==> config.mk <==
export PLATFORM = sky130hd
export DESIGN_NAME = n_bit_adder
export DESIGN_NICKNAME = d
export VERILOG_FILES = /design/src/rtl/n_bit_adder.sv
export SDC_FILE = /design/constraint.sdc
export NUM_CORES = 1
export LEC_CHECK = 0
export ABC_AREA = 0
export CAP_MARGIN = 30
export CORE_MARGIN = 3
export CORE_UTILIZATION = 30
export DETAILED_ROUTE_END_ITERATION = 16
export PLACE_DENSITY_LB_ADDON = 0.08
export SETUP_SLACK_MARGIN = 0.5
export SYNTH_ARGS = -nofsm -noshare
export SYNTH_HDL_FRONTEND = slang
export SYNTH_SLANG_ARGS = --single-unit
==> constraint.sdc <==
create_clock -name clk -period 35.8 [get_ports clk]
set_clock_uncertainty 0.05 [all_clocks]
set_input_delay 10.74 -clock clk [delete_from_list [all_inputs] [get_ports clk]]
set_output_delay 10.74 -clock clk [all_outputs]
set_load 0.01 [all_outputs]
==> src/rtl/n_bit_adder.sv <==
// Purpose: N-bit ripple-carry two's-complement adder, the accumulate datapath of the shift-add multipliers.
// Latency: answer is combinational (0 cycles); answer_q (and flags_q) follow 1 cycle later.
// Backpressure: none; the registers update on every rising clk edge with no enable or handshake.
// Optional carry/overflow flags are built when N_BIT_ADDER_FLAGS_EN is defined.
module n_bit_adder #(
  parameter int N = 17
) (
  input  logic         clk,
  input  logic         rst,
  input  logic [N-1:0] input1,
  input  logic [N-1:0] input2,
  output logic [N-1:0] answer,
`ifdef N_BIT_ADDER_FLAGS_EN
  output logic         carry_out,
  output logic         overflow,
  output logic [1:0]   flags_q,
`endif
  output logic [N-1:0] answer_q
);

  // Highest carry actually built: c[N] exists only when the flags consume it.
`ifdef N_BIT_ADDER_FLAGS_EN
  localparam int CTOP = N;
`else
  localparam int CTOP = N - 1;
`endif

  logic [CTOP:0] c;
  logic [N-1:0]  s;

  // Carry into bit 0 is always zero: this is a plain adder, not add-with-carry.
  assign c[0] = 1'b0;

  // Ripple chain: one full-adder cell per bit, carry feeding the next cell.
  for (genvar i = 0; i < N; i++) begin : g_fa
    logic p;
    assign p    = input1[i] ^ input2[i];
    assign s[i] = p ^ c[i];
    if (i < CTOP) begin : g_carry
      assign c[i+1] = (input1[i] & input2[i]) | (c[i] & p);
    end
  end

  // The multiplier samples this in the same cycle, so it bypasses the registers
  // and is never cleared by reset.
  assign answer = s;

  logic [N-1:0] answer_d;

  // Next value of the registered sum is simply the current combinational sum.
  always_comb begin
    answer_d = s;
  end

  // Registered sum for pipelined consumers; cleared asynchronously by rst.
  always_ff @(posedge clk or posedge rst) begin
    if (rst) begin
      answer_q <= '0;
    end else begin
      answer_q <= answer_d;
    end
  end

`ifdef N_BIT_ADDER_FLAGS_EN
  // Unsigned carry is the final carry; signed overflow is a carry mismatch
  // into and out of the sign bit.
  assign carry_out = c[N];
  assign overflow  = c[N] ^ c[N-1];

  logic [1:0] flags_d;

  // Flags are registered alongside the sum as {carry_out, overflow}.
  always_comb begin
    flags_d = {carry_out, overflow};
  end

  // Registered flags share the sum register's reset and timing.
  always_ff @(posedge clk or posedge rst) begin
    if (rst) begin
      flags_q <= 2'b00;
    end else begin
      flags_q <= flags_d;
    end
  end
`endif

endmodule

==> qor.yml <==
status: "completed"
place_inst: 137
vdd_ir_drop_max_mv: 0.0214
routed_via_density: 4.11
cts_num_sinks: 17
synth_warnings: 0
fin_crit_sh_pct: 80.5
drc: 0
max_freq_mhz: 34.7
htreeDepth: 1
cts_tree: "done"
cp-start-kind: "primary input"
synth_commonest_cells: "dfrtp_1, fa_1, inv_1"
postCtsSetupRepairBufs: 0
numCtsBuffers: 3
dieArea_um2: 3290
top_regs: "answer_q x17"
grt-ovfl-total: 0
dp_slack_ns: 6.96
grt_pass1_vias: 649
worst_pin_slew_ns: 0.657
fin_cells: 141
cp-end-kind: "primary output"
yosysTopAreaCell: "dfrtp_1"
drt_iter0_drc: 3
synth_area_leaders: "dfrtp_1, fa_1, xor3_1"
io_pins: 70
seq_area_frac_synth_pct: 53.7
port_buffers: 69
grt_max_degree: 18
gp_congestion: 0.684
critPathSlowestCell: "clkdlybuf4s50_1"
ctsResizeCount: 0
totalWireLength_mm: 1.86
nets: 166
crit_family: "adder cells"
tns_ns: 0
area_growth_pct: 94.0
post_drt_wl_per_cell_um: 13.2
core_um2: 2360
rsz0062_at_grt: "false"
largest_reg_flops: 17
antenna_found_initial: 0
diodes: 0
grt_pass1_wl_mm: 3.06
avgSynthCellArea_um2: 19.3
synth.cell_area_um2: 792
first_pass_iters: 3
synth_edf_count: 0
vias: 580
cts_root_buf: "clkbuf_4"
slew_violations: 0
hold_viol_final: 0
required_ns: 25.01
initial_core_util_pct: 33.5
timing.critical_path.arrival_ns: 18.04
critPathKind: "in -> out"
crit_fanout: 2
clk_path_buf_depth: 2
largest-register: "answer_q"
relSlewSlack_pct: 56.1
yosysUniqueCellTypes: 6
cts_hold_buf: 0
dp_hpwl_mm: 1.67
cts.clk_slew.worst_paths_ns: 0.10
drtAntennaViolNets: 0
p_leak_nw: 0.646
core.rowCount: 17
drv_cap: 0
post-synth-top-area-fraction_pct: 53.7
power_uw: 62.9
die_h_um: 57.4
crit_buf_inv: 4
hold_class: "in -> async"
ys.flop_type: "dfrtp_1"
synth_nets: 93
slowest_delay_ns: 0.55
setup_viol: 0
p_per_area_nw_per_um2: 40.9
yosysMostFrequentCell: "dfrtp_1"
ys_seq_elements: 17
async_flop_share_pct: 100
grt_usage_pct: 12.2
period_needed_ns: 28.83
worst_slack_ns: 6.97
syn-instance-count: 41
path_common_cell: "fa_1"
drive_above_1_share_pct: 2.65
path_cells: "clkdlybuf4s50_1, ha_1, inv_1, fa_1, inv_1, fa_1, fa_1, fa_1, fa_1, fa_1, fa_1, fa_1, fa_1, fa_1, fa_1, fa_1, fa_1, fa_1, fa_1, xor3_1, clkdlybuf4s50_1"
die_width_um: 57.4
==> report_power, final <==
| group | internal (mW) | total [mW] | switching, mW |
|---|---|---|---|
| Combinational | 0.0184 | 0.0292 | 0.0108 |
| Clock | 0.00432 | 0.0101 | 0.00579 |
| Sequential | 0.0228 | 0.0236 | 0.000828 |
==> final cells by class <==
| cell class | count | area (um^2) |
|---|---|---|
| Tap cell | 28 | 35.0 |
| Timing Repair Buffer | 69 | 691 |
| Clock buffer | 4 | 26.3 |
| Multi-Input combinational cell | 17 | 337 |
| Inverter | 6 | 22.5 |
| Fill cell | 184 | 825 |
| Sequential cell | 17 | 425 |
==> cell families (layout without fill, tap and decap cells) <==
kind of cell | Yosys count | count (layout) | synth area share, %
XOR/XNOR | 1 | 1 | 3.00
buffers and inverters | 7 | 79 | 3.79
flip-flops | 17 | 17 | 53.7
adder cells (fa/ha/maj) | 16 | 16 | 39.5
==> per-stage QoR <==
stage / utilization [%] / area, um^2 / hold WS, ns
floorplan: - / 792 / 10.62
global placement: 64.0 / 1510 / 11.12
detailed placement: 64.0 / 1510 / 11.13
CTS: 65.1 / 1540 / 10.80
global route: 65.1 / 1540 / 10.82
finish: 65.1 / 1540 / 10.78
==> layout by cell type, fill, tap and decap left out, drive strengths merged <==
cell and n:
clkbuf 4, clkdlybuf4s50 69, dfrtp 17, fa 15
ha 1, inv 6, xor3 1
==> worst max-delay path by stage <==
stage                             to  startpoint  slack, ns  cells past startpoint
final                     answer[16]   input1[0]       6.97                     21
after global routing      answer[16]   input1[0]       6.71                     21
after CTS                 answer[16]   input1[0]       6.95                     21
after detailed placement  answer[16]   input1[0]       6.96                     21
after global placement    answer[16]   input1[0]       7.04                     21
after floorplan           answer[16]   input1[0]       8.13                     19
==> routing by layer <==
layer | GRT usage, % | vias up | wire (um)
li1 | - | 264 | -
met1 | 14.2 | 275 | 732
met2 | 21.6 | 41 | 952
met3 | 2.94 | 0 | 176
met4 | 3.97 | 0 | 0
met5 | 0 | - | 0
Power figures use the tool's default switching activity.
